`src/rtl/mdu_issue_pkg.sv`:
```
// Shared definitions for the MDU issue stage: MIPS MDU op codes,
// issue FSM state encoding and op-class decode helpers.
package mdu_issue_pkg;

    localparam logic [5:0] MIPS_MFHI  = 6'h10;
    localparam logic [5:0] MIPS_MTHI  = 6'h11;
    localparam logic [5:0] MIPS_MFLO  = 6'h12;
    localparam logic [5:0] MIPS_MTLO  = 6'h13;
    localparam logic [5:0] MIPS_MULT  = 6'h18;
    localparam logic [5:0] MIPS_MULTU = 6'h19;
    localparam logic [5:0] MIPS_DIV   = 6'h1A;
    localparam logic [5:0] MIPS_DIVU  = 6'h1B;

    localparam int WD_CNT_W = 8;

    typedef enum logic [1:0] {
        ST_IDLE  = 2'd0,
        ST_ISSUE = 2'd1,
        ST_RUN   = 2'd2
    } mdu_state_t;

    // Multiply/divide operations that occupy the MDU for many cycles
    function automatic logic is_calc(input logic [5:0] op);
        case (op)
            MIPS_MULT, MIPS_MULTU, MIPS_DIV, MIPS_DIVU: return 1'b1;
            default:                                   return 1'b0;
        endcase
    endfunction

    // Direct writes of HI or LO
    function automatic logic is_mt(input logic [5:0] op);
        return (op == MIPS_MTHI) || (op == MIPS_MTLO);
    endfunction

    // Reads of HI or LO
    function automatic logic is_mf(input logic [5:0] op);
        return (op == MIPS_MFHI) || (op == MIPS_MFLO);
    endfunction

    // Multiplies use the shorter latency class
    function automatic logic is_mul(input logic [5:0] op);
        return (op == MIPS_MULT) || (op == MIPS_MULTU);
    endfunction

endpackage

```
`src/rtl/mdu_watchdog.sv`:
```
// Latency watchdog for an in-flight MDU operation: a down-counter loaded
// with the expected busy time plus slack, and a sticky error flag raised
// when the counter runs out while the MDU still reports busy.
module mdu_watchdog
    import mdu_issue_pkg::*;
(
    input  logic                clk,
    input  logic                reset,
    input  logic                load,
    input  logic [WD_CNT_W-1:0] load_val,
    input  logic                dec,
    input  logic                busy,
    output logic                err
);

    logic [WD_CNT_W-1:0] count;

    // Counter load/decrement and sticky error capture
    always_ff @(posedge clk) begin
        if (reset) begin
            count <= '0;
            err   <= 1'b0;
        end else begin
            if (load) begin
                count <= load_val;
            end else if (dec && busy && (count != '0)) begin
                count <= count - 1'b1;
            end
            if (!load && dec && busy && (count <= WD_CNT_W'(1))) begin
                err <= 1'b1;
            end
        end
    end

endmodule

```
`src/rtl/mdu_issue.sv`:
```
// E-stage initiator for the multiply/divide unit. Buffers MULT/DIV operands
// for one cycle before pulsing start, passes MTHI/MTLO straight through,
// returns MFHI/MFLO data and requests a stall while the MDU is occupied.
module mdu_issue
    import mdu_issue_pkg::*;
#(
    parameter int MULT_LAT = 5,
    parameter int DIV_LAT  = 10,
    parameter int SLACK    = 4
) (
    input  logic        clk,
    input  logic        reset,
    input  logic        op_valid,
    input  logic [5:0]  op,
    input  logic [31:0] rs_data,
    input  logic [31:0] rt_data,
    input  logic        interrupt,
    input  logic        mdu_busy,
    input  logic [31:0] mdu_hi,
    input  logic [31:0] mdu_lo,
    output logic        start,
    output logic [5:0]  mdu_op,
    output logic [31:0] d1,
    output logic [31:0] d2,
    output logic        stall,
    output logic [31:0] mf_data,
    output logic        err
);

    mdu_state_t  state;
    logic [5:0]  buf_op;
    logic [31:0] buf_rs;
    logic [31:0] buf_rt;
    logic        first_run;

    logic op_calc;
    logic op_mt;
    logic req;
    logic free;
    logic accept_calc;
    logic wd_load;
    logic [WD_CNT_W-1:0] wd_val;

    assign op_calc     = is_calc(op);
    assign op_mt       = is_mt(op);
    assign req         = op_valid && (op_calc || op_mt || is_mf(op));
    assign free        = (state == ST_IDLE) && !mdu_busy;
    assign stall       = req && !free;
    assign accept_calc = req && op_calc && free && !interrupt;

    assign wd_load = (state == ST_ISSUE) && !interrupt;
    assign wd_val  = is_mul(buf_op) ? WD_CNT_W'(MULT_LAT + SLACK)
                                    : WD_CNT_W'(DIV_LAT + SLACK);

    assign mf_data = (op == MIPS_MFHI) ? mdu_hi : mdu_lo;

    // Issue FSM: buffer operands on accept, pulse start, then wait for BUSY to drop
    always_ff @(posedge clk) begin
        if (reset) begin
            state     <= ST_IDLE;
            buf_op    <= '0;
            buf_rs    <= '0;
            buf_rt    <= '0;
            first_run <= 1'b0;
        end else begin
            case (state)
                ST_IDLE: begin
                    if (accept_calc) begin
                        buf_op <= op;
                        buf_rs <= rs_data;
                        buf_rt <= rt_data;
                        state  <= ST_ISSUE;
                    end
                end
                ST_ISSUE: begin
                    if (interrupt) begin
                        state <= ST_IDLE;
                    end else begin
                        state     <= ST_RUN;
                        first_run <= 1'b1;
                    end
                end
                ST_RUN: begin
                    first_run <= 1'b0;
                    if (!first_run && !mdu_busy) begin
                        state <= ST_IDLE;
                    end
                end
                default: state <= ST_IDLE;
            endcase
        end
    end

    // MDU command outputs: same-cycle MT writes in IDLE, buffered op with start in ISSUE
    always_comb begin
        start  = 1'b0;
        mdu_op = '0;
        d1     = '0;
        d2     = '0;
        if (!reset) begin
            case (state)
                ST_IDLE: begin
                    if (req && op_mt && free && !interrupt) begin
                        mdu_op = op;
                        d1     = rs_data;
                    end
                end
                ST_ISSUE: begin
                    if (!interrupt) begin
                        start  = 1'b1;
                        mdu_op = buf_op;
                        d1     = buf_rs;
                        d2     = buf_rt;
                    end
                end
                default: ;
            endcase
        end
    end

    mdu_watchdog u_watchdog (
        .clk      (clk),
        .reset    (reset),
        .load     (wd_load),
        .load_val (wd_val),
        .dec      (state == ST_RUN),
        .busy     (mdu_busy),
        .err      (err)
    );

endmodule

```
`config.mk`:
```
export PLATFORM = sky130hd
export DESIGN_NAME = mdu_issue
export DESIGN_NICKNAME = d
export VERILOG_FILES = /design/src/rtl/mdu_issue_pkg.sv /design/src/rtl/mdu_watchdog.sv /design/src/rtl/mdu_issue.sv
export SDC_FILE = /design/constraint.sdc
export NUM_CORES = 1
export LEC_CHECK = 0
export BUFFER_PORTS_ARGS = -buffer_cell sky130_fd_sc_hd__clkbuf_2
export CAP_MARGIN = 20
export CORE_MARGIN = 3
export CORE_UTILIZATION = 43
export CTS_CLUSTER_DIAMETER = 60
export DETAILED_ROUTE_END_ITERATION = 16
export MAX_ROUTING_LAYER = met4
export PLACE_DENSITY = 0.87
export SLEW_MARGIN = 20
export SYNTH_ARGS = -nofsm -noshare
export SYNTH_HDL_FRONTEND = slang
export SYNTH_SLANG_ARGS = --single-unit
```
`constraint.sdc`:
```
create_clock -name clk -period 2.6 [get_ports clk]
set_input_delay 0.52 -clock clk [delete_from_list [all_inputs] [get_ports clk]]
set_output_delay 0.52 -clock clk [all_outputs]
set_load 0.03 [all_outputs]
```
After elaboration in Yosys (flattened, before gate mapping)
Cells that the tools add are included.
- register bits: 82
- input bits: 139
- output and inout port bits: 105
- word-level logic and storage cells: 83
- add/sub/neg operators: 1
- order comparisons: 1
- eq/ne operators: 15
- mux-type cells: 25
- reduce and logical (&&, ||, !) cells: 34
- operators by type and width (kind ; number):
    2-to-1 mux 32 bit ; 7
    one-hot mux 32 bit (2 select lines) ; 1
    == test 6 x 5 -> 1 bit (second input constant) ; 10
    2-to-1 mux 6 bit ; 3
    logical AND 1 bit ; 16
    2-to-1 mux 8 bit ; 2
    one-hot mux 6 bit (2 select lines) ; 1
    less-or-equal comparator 8 x 1 -> 1 bit (second input constant) ; 1
    nonzero test 8 bit ; 1
    subtractor 8 x 1 -> 8 bit (second input constant) ; 1
    2-to-1 mux 2 bit ; 3
    inequality test 2 bit (second input constant) ; 3
    one-hot mux 2 bit (3 select lines) ; 1
    AND reduction 2 bit ; 3
    zero test 1 bit ; 5
    logical OR 1 bit ; 5
    2-to-1 mux 1 bit ; 5
    nonzero test 2 bit ; 2
    OR reduction 4 bit ; 1
    2-to-1 mux 3 bit ; 1
    == test 2 x 1 -> 1 bit (second input constant) ; 1
    == test 2 bit (second input constant) ; 1
    zero test 2 bit ; 1
    one-hot mux 1 bit (2 select lines) ; 1

Logic depth before layout (Yosys ltp)
Gate-level depths: netlist (run 1).
- depth in word-level cells: 12
- mapped depth: 7
- gate-level depth less buffers: 6

By module
Synthesis (run 1) repeated with hierarchy kept, for this count alone.
- cells, all modules: 514
- area, all modules: 4934.7 um^2
- modules (own cells, without submodules) (module ; times used ; cells an instance ; area each (um^2) ; seq. area each (um^2)):
    mdu_issue ; 1 ; 445 ; 4367.9 ; 1461.4
    mdu_watchdog ; 1 ; 69 ; 566.8 ; 180.2

Least setup slack after synthesis (run 1)
No wires, ideal clock.
- kind: input to output
- start point: input reset
- end point: output d2[24]
- arrival time: 1958 ps
- data required time: 2080 ps
- slack: 122 ps
- cell stages on the path: 5
- buffers on the path: 2
- cell sequence: clkbuf_1 > or2_1 > nor2_1 > clkbuf_1 > and2_1
- longest elaborated chain between the ends: 1
- RTL lines (element ; RTL line ; RTL):
    start, declared ; mdu_issue.sv:12 ; input logic reset,
    2-to-1 mux 32 bit ; mdu_issue.sv:100 ; if (!reset) begin
    end, declared ; mdu_issue.sv:24 ; output logic [31:0] d2,
Every way passes these cells.

Final worst setup path (run 1)
- start point: register state[0]
- end point: output d1[19]
- longest elaborated chain between the ends: 7
- elaborated cells on any way between the ends: 8
- RTL lines (element ; RTL line ; RTL):
    start, declared ; mdu_issue.sv:30 ; mdu_state_t state;
    start signal, assigned ; mdu_issue.sv:60 ; state <= ST_IDLE;
    start signal, assigned ; mdu_issue.sv:72 ; state <= ST_ISSUE;
    start signal, assigned ; mdu_issue.sv:77 ; state <= ST_IDLE;
    zero test 2 bit ; mdu_issue.sv:47, mdu_issue.sv:101 ;
    logical AND 1 bit ; mdu_issue.sv:47 ; assign free = (state == ST_IDLE) && !mdu_busy;
    logical AND 1 bit (2 in a row) ; mdu_issue.sv:103 ; if (req && op_mt && free && !interrupt) begin
    2-to-1 mux 32 bit ; mdu_issue.sv:103 ;
    one-hot mux 32 bit (2 select lines) * ; mdu_issue.sv:101 ; case (state)
    2-to-1 mux 32 bit * ; mdu_issue.sv:100 ;
    end, declared ; mdu_issue.sv:23 ; output logic [31:0] d1,
Every way passes the cells marked *; elsewhere a longest branch is shown, timed or not.

==> results of run 1 <==
## critical path, cell delays in order, from the launching register on
cell,delay [ps]
sky130_fd_sc_hd__dfxtp_4,370
sky130_fd_sc_hd__nor4_4,310
sky130_fd_sc_hd__nand4b_1,250
sky130_fd_sc_hd__nor2_4,280
sky130_fd_sc_hd__buf_12,200
sky130_fd_sc_hd__a22o_1,180
sky130_fd_sc_hd__buf_6,140
## sequential cells by signal, summed over array words and instances, names as in the netlist
register,flops
buf_op,6
buf_rs,32
buf_rt,32
first_run,1
state,2
u_watchdog.count,8
u_watchdog.err,1
## kinds of logic (layout without fill, tap and decap cells)
kind of cell / after synthesis / after routing / share of synthesized area (%)
simple gates: 221 / 221 / 25.4
compound gates: 117 / 117 / 18.4
flops: 82 / 82 / 41.1
mux: 32 / 32 / 9.03
fa+ha+maj: 3 / 3 / 0.941
buf+inv: 41 / 272 / 4.20
xor+xnor: 4 / 4 / 0.878
## report_power, final
group | internal (mW) | switching, mW | total (mW)
combinational | 0.125 | 0.161 | 0.286
sequential | 1.26 | 0.00249 | 1.26
clock | 0.534 | 0.446 | 0.980
total | 1.92 | 0.609 | 2.53
## area by class of cell
cell class,count,share of cell area (%)
repair buffers,255,27.1
clock buffers,10,2.21
inverters,2,0.130
flip-flops and latches,82,28.5
multi-input cells,377,38.3
well taps,108,2.34
clock inverters,5,1.39
## metrics by stage
stage          hold WS, ps  utilization, %  cells  power (mW)  cell area (um^2)
6_report               386            65.2    839        2.53              5770
5_1_grt                376            65.2    839        2.63              5770
4_1_cts                369            62.1    834        2.55              5500
3_5_place_dp           444            59.8    819        1.57              5290
3_3_place_gp           437            59.8    819        1.57              5290
2_1_floorplan          432               -    500        1.42              3990
## layer usage
| metal | GRT usage [%] | part of all wire [%] | vias to the layer above |
|---|---|---|---|
| met4 | 10.7 | 3.9 | 0 |
| met3 | 3.82 | 6.8 | 36 |
| li1 | - | - | 2156 |
| met2 | 41.3 | 53 | 217 |
| met1 | 24.6 | 36 | 2017 |
| met5 | - | 0 | - |
## synthesized netlist by cell type, types with 4 or more instances
library cell / count
sky130_fd_sc_hd__a21oi_1: 73
sky130_fd_sc_hd__and2_1: 36
sky130_fd_sc_hd__a22o_1: 33
sky130_fd_sc_hd__clkbuf_1: 25
sky130_fd_sc_hd__dfxtp_1: 82
sky130_fd_sc_hd__nor2_1: 16
sky130_fd_sc_hd__xor2_1: 4
sky130_fd_sc_hd__buf_2: 11
sky130_fd_sc_hd__nand2_1: 139
sky130_fd_sc_hd__mux2_2: 32
## timing repair
item	4_1_cts	5_1_grt
hold buffers	0	0
endpoints found under the setup margin	0	44
resized for setup	0	135
buffers inserted	0	3
endpoints found under the hold margin	0	0
## layout by cell type, fill, tap and decap left out, types with 2 or more instances in the layout
cell type                    Yosys  routed
sky130_fd_sc_hd__inv_1           2       2
sky130_fd_sc_hd__dfxtp_1        82      80
sky130_fd_sc_hd__nor2_1         16      14
sky130_fd_sc_hd__ha_1            3       3
sky130_fd_sc_hd__nand4_1         3       3
sky130_fd_sc_hd__a21oi_1        73      73
sky130_fd_sc_hd__clkbuf_8        0       9
sky130_fd_sc_hd__bufinv_16       0       2
sky130_fd_sc_hd__nor3_1          3       3
sky130_fd_sc_hd__a31oi_1         2       2
sky130_fd_sc_hd__clkbuf_2        0     210
sky130_fd_sc_hd__buf_12          0       3
sky130_fd_sc_hd__nand3_1         3       2
sky130_fd_sc_hd__or3_1           2       2
sky130_fd_sc_hd__nor2_4          0       2
sky130_fd_sc_hd__nor4_1          3       3
sky130_fd_sc_hd__clkinvlp_4      0       2
sky130_fd_sc_hd__buf_6           0      32
sky130_fd_sc_hd__nand2_1       139     139
sky130_fd_sc_hd__and2_1         36      36
sky130_fd_sc_hd__nand2b_1        3       3
sky130_fd_sc_hd__o21ai_0         2       2
sky130_fd_sc_hd__a22o_1         33      33
sky130_fd_sc_hd__xor2_1          4       4
sky130_fd_sc_hd__nor3b_1         3       3
sky130_fd_sc_hd__mux2_2         32      32
sky130_fd_sc_hd__buf_4           0       9
## worst min path at each step
stage / cells after the start / startpoint / endpoint / slack, ps
6_report: 3 / rt_data[13] / buf_rt[13]$_SDFFE_PP0P_ / 390
5_1_grt: 3 / rt_data[1] / buf_rt[1]$_SDFFE_PP0P_ / 380
4_1_cts: 3 / rt_data[13] / buf_rt[13]$_SDFFE_PP0P_ / 370
3_5_place_dp: 2 / buf_rt[21]$_SDFFE_PP0P_ / buf_rt[21]$_SDFFE_PP0P_ / 440
3_3_place_gp: 2 / buf_rt[9]$_SDFFE_PP0P_ / buf_rt[9]$_SDFFE_PP0P_ / 440
2_1_floorplan: 2 / buf_rt[0]$_SDFFE_PP0P_ / buf_rt[0]$_SDFFE_PP0P_ / 430
==> results.sh, run 1 <==
export IMPL_run_status="finished, violations left"
export IMPL_failed_checks="negative setup slack"
export IMPL_power_leakage_nw=2.55
export IMPL_yosys_top_cells_area="sky130_fd_sc_hd__dfxtp_1 41%, sky130_fd_sc_hd__nand2_1 13%, sky130_fd_sc_hd__a21oi_1 9.2%, sky130_fd_sc_hd__mux2_2 9.0%, sky130_fd_sc_hd__a22o_1 7.2%"
export IMPL_worst_r2r_endpoint="u_watchdog.count[0]$_SDFFE_PP0P_"
export IMPL_remaining_global_route_overflow=0
export IMPL_reg2reg_setup_slack_ps=560
export IMPL_grt_first_pass_wirelength_um=18700
export IMPL_detailedRoute_firstPassIterationCount=5
export IMPL_final_layout_size_suffix_gt1_share_pct=42.4
export IMPL_setup_worst_path_end_class="output pin"
export IMPL_timing_fmax_ghz=0.385
export IMPL_peakVddDrop_mv=0.326
export IMPL_cts_tree="done"
export IMPL_hpwlAfterDp_um=9260
export IMPL_design_die_area_um2=10500
export IMPL_dr_first_iter_drc_count=233
export IMPL_rsz0062_at_grt="yes"
export IMPL_unique_cell_type_count_in_the_yosys_netlist=39
export IMPL_num_fill_cells=703
export IMPL_route_final_wire_length_um=13500
export IMPL_regArea_um2=1650
export IMPL_post_drt_wl_per_cell_um=16.0
export IMPL_core_area_um2=8850
export IMPL_rows=34
export IMPL_finalCritPeriodShare_pct=100
export IMPL_overall_die_height_um=102
export IMPL_synth_fp_nets=642
export IMPL_finalMaxSlewViolations=0
export IMPL_clock_latency_ps=350
export IMPL_ctsHtreeMaxLevel=3
export IMPL_synthesis_area_um2=3990
export IMPL_syn_mean_instance_area_um2=7.98
export IMPL_p_per_area_nw_per_um2=438
export IMPL_worst_slew_margin_rel_pct=46.1
export IMPL_timing_final_ws_setup_ps=-0.387
export IMPL_postSynthRegisterBits=82
export IMPL_min_delay_path_class="in -> reg"
export IMPL_floorplan_io_pins=244
export IMPL_synthesis_warning_total=0
export IMPL_worstMarginPinSlew_ps=808
export IMPL_skew_ps=11.0
export IMPL_dominantRegCellSynth="sky130_fd_sc_hd__dfxtp_1"
export IMPL_synth_top_area_cell="sky130_fd_sc_hd__dfxtp_1"
export IMPL_startpoint_type="flop"
export IMPL_cts_num_sinks=82
export IMPL_die_boundary_width_um=102
export IMPL_area_growth_syn_to_layout_pct=44.6
export IMPL_cts_root_buffer_cell="sky130_fd_sc_hd__clkbuf_8"
export IMPL_synthDominantCellAreaShare_pct=41.1
export IMPL_area_of_combinational_cells_with_multiple_inputs_um2=2210
export IMPL_timing_max_cap_violations=0
export IMPL_antennaDiodeCount=0
export IMPL_buffer_ports_inserted=243
export IMPL_fin_setup_tns_ps=-0.387
export IMPL_route_detailed_vias_per_inst=5.28
export IMPL_edff_count_synth=0
export IMPL_path_max_fanout=17
export IMPL_initial_utilization_pct=45.1
export IMPL_setup_viol_count_final=1
export IMPL_critical_path_reg2reg_startpoint="u_watchdog.count[0]$_SDFFE_PP0P_"
export IMPL_final_hold_violation_count=0
export IMPL_grt_start_max_net_pins=79
export IMPL_timing_critical_path_required_ps=2080
export IMPL_timing_critical_path_arrival_ps=2080
export IMPL_cts_buffer_depth=2
export IMPL_setup_worst_path_start="state[0]$_SDFFE_PP0P_"
export IMPL_synth_async_reset_ratio_pct=0
export IMPL_antenna_violations_before_repair=0
export IMPL_reg2regPathDepth=6
export IMPL_post_route_min_period_ps=2600
export IMPL_detail_route_drc_violations=0
export IMPL_synth_seq_area_share_pct=41.1
export IMPL_finish_net_count=869
export IMPL_netlist_instances=500
export IMPL_numCtsBuffers=9
export IMPL_gp_congestion=0.871
export IMPL_clock_pin_slew_worst_setup_and_hold_paths_ps=90
export IMPL_groute_usage_overall_pct=23.0
export IMPL_setup_worst_path_class="reg -> out"
export IMPL_detailroute_via_count=4426
export IMPL_antenna_violating_nets_post_route=0
export IMPL_setup_worst_path_end="d1[19]"
export IMPL_grt_pass1_vias=3982
export IMPL_place_worst_setup_slack_ps=164
Power figures use the tool's default switching activity.
==> run 2: changes to the inputs <==
--- a/config.mk
+++ b/config.mk
@@ -7,12 +7,14 @@
 export LEC_CHECK = 0
 export BUFFER_PORTS_ARGS = -buffer_cell sky130_fd_sc_hd__clkbuf_2
 export CAP_MARGIN = 20
+export CELL_PAD_IN_SITES_DETAIL_PLACEMENT = 1
+export CELL_PAD_IN_SITES_GLOBAL_PLACEMENT = 2
 export CORE_MARGIN = 3
-export CORE_UTILIZATION = 43
+export CORE_UTILIZATION = 22
 export CTS_CLUSTER_DIAMETER = 60
 export DETAILED_ROUTE_END_ITERATION = 16
 export MAX_ROUTING_LAYER = met4
-export PLACE_DENSITY = 0.87
+export PLACE_DENSITY = 0.86
 export SLEW_MARGIN = 20
 export SYNTH_ARGS = -nofsm -noshare
 export SYNTH_HDL_FRONTEND = slang
==> run 2 against run 1 <==
Compared with the run above: final area is 0.82% higher; worst hold slack better by 15 ps; the flow now finishes without violations; highest routed layer unchanged; clock-buffer cell count is 2 higher.
==> results.sh, run 2 (synthesized netlist as in run 1, its figures left out) <==
export IMPL_run_status="finished clean"
export IMPL_dr_first_iter_drc_count=128
export IMPL_reg2reg_setup_slack_ps=620
export IMPL_initial_utilization_pct=22.8
export IMPL_worstMarginPinSlew_ps=896
export IMPL_timing_critical_path_required_ps=2080
export IMPL_worst_slew_margin_rel_pct=40.3
export IMPL_p_per_area_nw_per_um2=511
export IMPL_final_core_util_pct=33.2
export IMPL_clock_latency_ps=330
export IMPL_clock_pin_slew_worst_setup_and_hold_paths_ps=60
export IMPL_cts_buffer_depth=2
export IMPL_gp_congestion=0.730
export IMPL_detailroute_via_count=4376
export IMPL_final_hold_violation_count=0
export IMPL_numCtsBuffers=9
export IMPL_startpoint_type="flop"
export IMPL_peakVddDrop_mv=0.369
export IMPL_area_growth_syn_to_layout_pct=45.8
export IMPL_floorplan_io_pins=244
export IMPL_grt_first_pass_wirelength_um=23100
export IMPL_fin_setup_tns_ps=0
export IMPL_finalMaxSlewViolations=0
export IMPL_groute_usage_overall_pct=14.9
export IMPL_min_delay_path_class="in -> reg"
export IMPL_post_cts_hold_buffer_count=0
export IMPL_setup_worst_path_end_class="output pin"
export IMPL_core_area_um2=17500
export IMPL_path_max_fanout=2
export IMPL_finish_net_count=870
export IMPL_hpwlAfterDp_um=11000
export IMPL_top_regs="buf_rs (32), buf_rt (32), u_watchdog.count (8)"
export IMPL_layout_commonest_cell="sky130_fd_sc_hd__clkbuf_2"
export IMPL_detail_route_drc_violations=0
export IMPL_grt_start_max_net_pins=79
export IMPL_setup_worst_path_end="mdu_op[4]"
export IMPL_mostFrequentLayoutCells="242 x sky130_fd_sc_hd__clkbuf_2, 138 x sky130_fd_sc_hd__nand2_1, 82 x sky130_fd_sc_hd__dfxtp_1"
export IMPL_remaining_global_route_overflow=0
export IMPL_num_fill_cells=2194
export IMPL_setup_worst_path_start="state[0]$_SDFFE_PP0P_"
export IMPL_setup_viol_count_final=0
export IMPL_ctsHtreeMaxLevel=3
export IMPL_design_die_area_um2=19800
export IMPL_final_layout_size_suffix_gt1_share_pct=42.6
export IMPL_die_boundary_width_um=141
export IMPL_place_worst_setup_slack_ps=140
export IMPL_cts_root_buffer_cell="sky130_fd_sc_hd__clkbuf_16"
export IMPL_timing_max_cap_violations=0
export IMPL_timing_final_ws_setup_ps=124
export IMPL_grt_pass1_vias=4613
export IMPL_route_final_wire_length_um=14600
export IMPL_worst_r2r_endpoint="u_watchdog.count[0]$_SDFFE_PP0P_"
export IMPL_detailedRoute_firstPassIterationCount=4
export IMPL_skew_ps=5.95
export IMPL_timing_critical_path_arrival_ps=1960
export IMPL_totalPowerFinal_mw=2.97
export IMPL_place_inst=940
export IMPL_cts_num_sinks=82
export IMPL_finalCritPeriodShare_pct=95.2
export IMPL_cts_tree="done"
export IMPL_antenna_violating_nets_post_route=0
export IMPL_setup_worst_path_class="reg -> out"
export IMPL_final_non_filler_cells=959
export IMPL_rows=48
export IMPL_post_drt_wl_per_cell_um=15.3
export IMPL_reg2regPathDepth=6
export IMPL_route_detailed_vias_per_inst=4.56
export IMPL_critical_path_reg2reg_startpoint="u_watchdog.count[0]$_SDFFE_PP0P_"
export IMPL_overall_die_height_um=141
export IMPL_buffer_ports_inserted=243
export IMPL_post_route_min_period_ps=2480
export IMPL_timing_fmax_ghz=0.404
export IMPL_power_leakage_nw=2.56
export IMPL_antenna_violations_before_repair=1
-- run 2: changes by cell type in the layout (fill, tap and decap cells not counted), moves of 2 or more --
| cell | change |
|---|---|
| sky130_fd_sc_hd__clkbuf_16 | +8 |
| sky130_fd_sc_hd__buf_4 | +2 |
| sky130_fd_sc_hd__dfxtp_1 | +2 |
| sky130_fd_sc_hd__buf_6 | -32 |
| sky130_fd_sc_hd__clkbuf_8 | -6 |
| sky130_fd_sc_hd__clkbuf_2 | +32 |
-- run 2: critical path, stage by stage (launching register included) --
cell                       delay, ps
sky130_fd_sc_hd__dfxtp_1         350
sky130_fd_sc_hd__nor4_4          300
sky130_fd_sc_hd__nand4b_1        200
sky130_fd_sc_hd__buf_4           180
sky130_fd_sc_hd__buf_4           120
sky130_fd_sc_hd__a21oi_1         210
sky130_fd_sc_hd__clkbuf_2        260
-- run 2: per-layer routing --
layer	part of all wire (%)	track usage (%)	routed length, um	up-vias
met5	0	-	0	-
met4	1.0	4.64	146	0
met3	8.5	4.17	1250	11
met2	51	27.3	7500	173
met1	39	15.5	5740	2032
li1	-	-	-	2160
-- run 2: power by group --
part | switching [mW] | internal, mW | total (mW)
Combinational | 0.159 | 0.124 | 0.284
Sequential | 0.00243 | 1.26 | 1.26
Clock | 0.507 | 0.918 | 1.42
Total | 0.668 | 2.30 | 2.97
-- run 2: worst min path at each step --
stage	start	end	slack (ps)	depth (start not counted)
2_1_floorplan	buf_rt[0]$_SDFFE_PP0P_	buf_rt[0]$_SDFFE_PP0P_	430	2
3_3_place_gp	buf_rt[24]$_SDFFE_PP0P_	buf_rt[24]$_SDFFE_PP0P_	440	2
3_5_place_dp	buf_rt[6]$_SDFFE_PP0P_	buf_rt[6]$_SDFFE_PP0P_	440	2
4_1_cts	rt_data[25]	buf_rt[25]$_SDFFE_PP0P_	380	3
5_1_grt	rt_data[22]	buf_rt[22]$_SDFFE_PP0P_	390	3
6_report	rt_data[25]	buf_rt[25]$_SDFFE_PP0P_	400	3
-- run 2: what timing repair did --
item | 4_1_cts | 5_1_grt
setup buffers | 1 | 1
endpoints found under the hold margin | 0 | 0
setup endpoints to repair | 31 | 52
pin swaps | 1 | 2
gates resized for setup | 0 | 3
-- run 2: area by class of cell --
type	instances	area (um^2)	area share (%)
inverters	2	7.51	0.129
multi-input cells	377	2210	38.0
clock inverters	4	72.6	1.25
flip-flops and latches	82	1640	28.2
clock buffers	12	267	4.58
repair buffers	256	1340	23.0
well taps	225	282	4.84
diodes	1	2.50	0.0430
-- run 2: metrics by stage --
| step | hold WS [ps] | instance area [um^2] |
|---|---|---|
| CTS | 379 | 5800 |
| detailed placement | 444 | 5450 |
| floorplan | 432 | 3990 |
| finish | 401 | 5820 |
| global placement | 438 | 5450 |
| global route | 392 | 5820 |
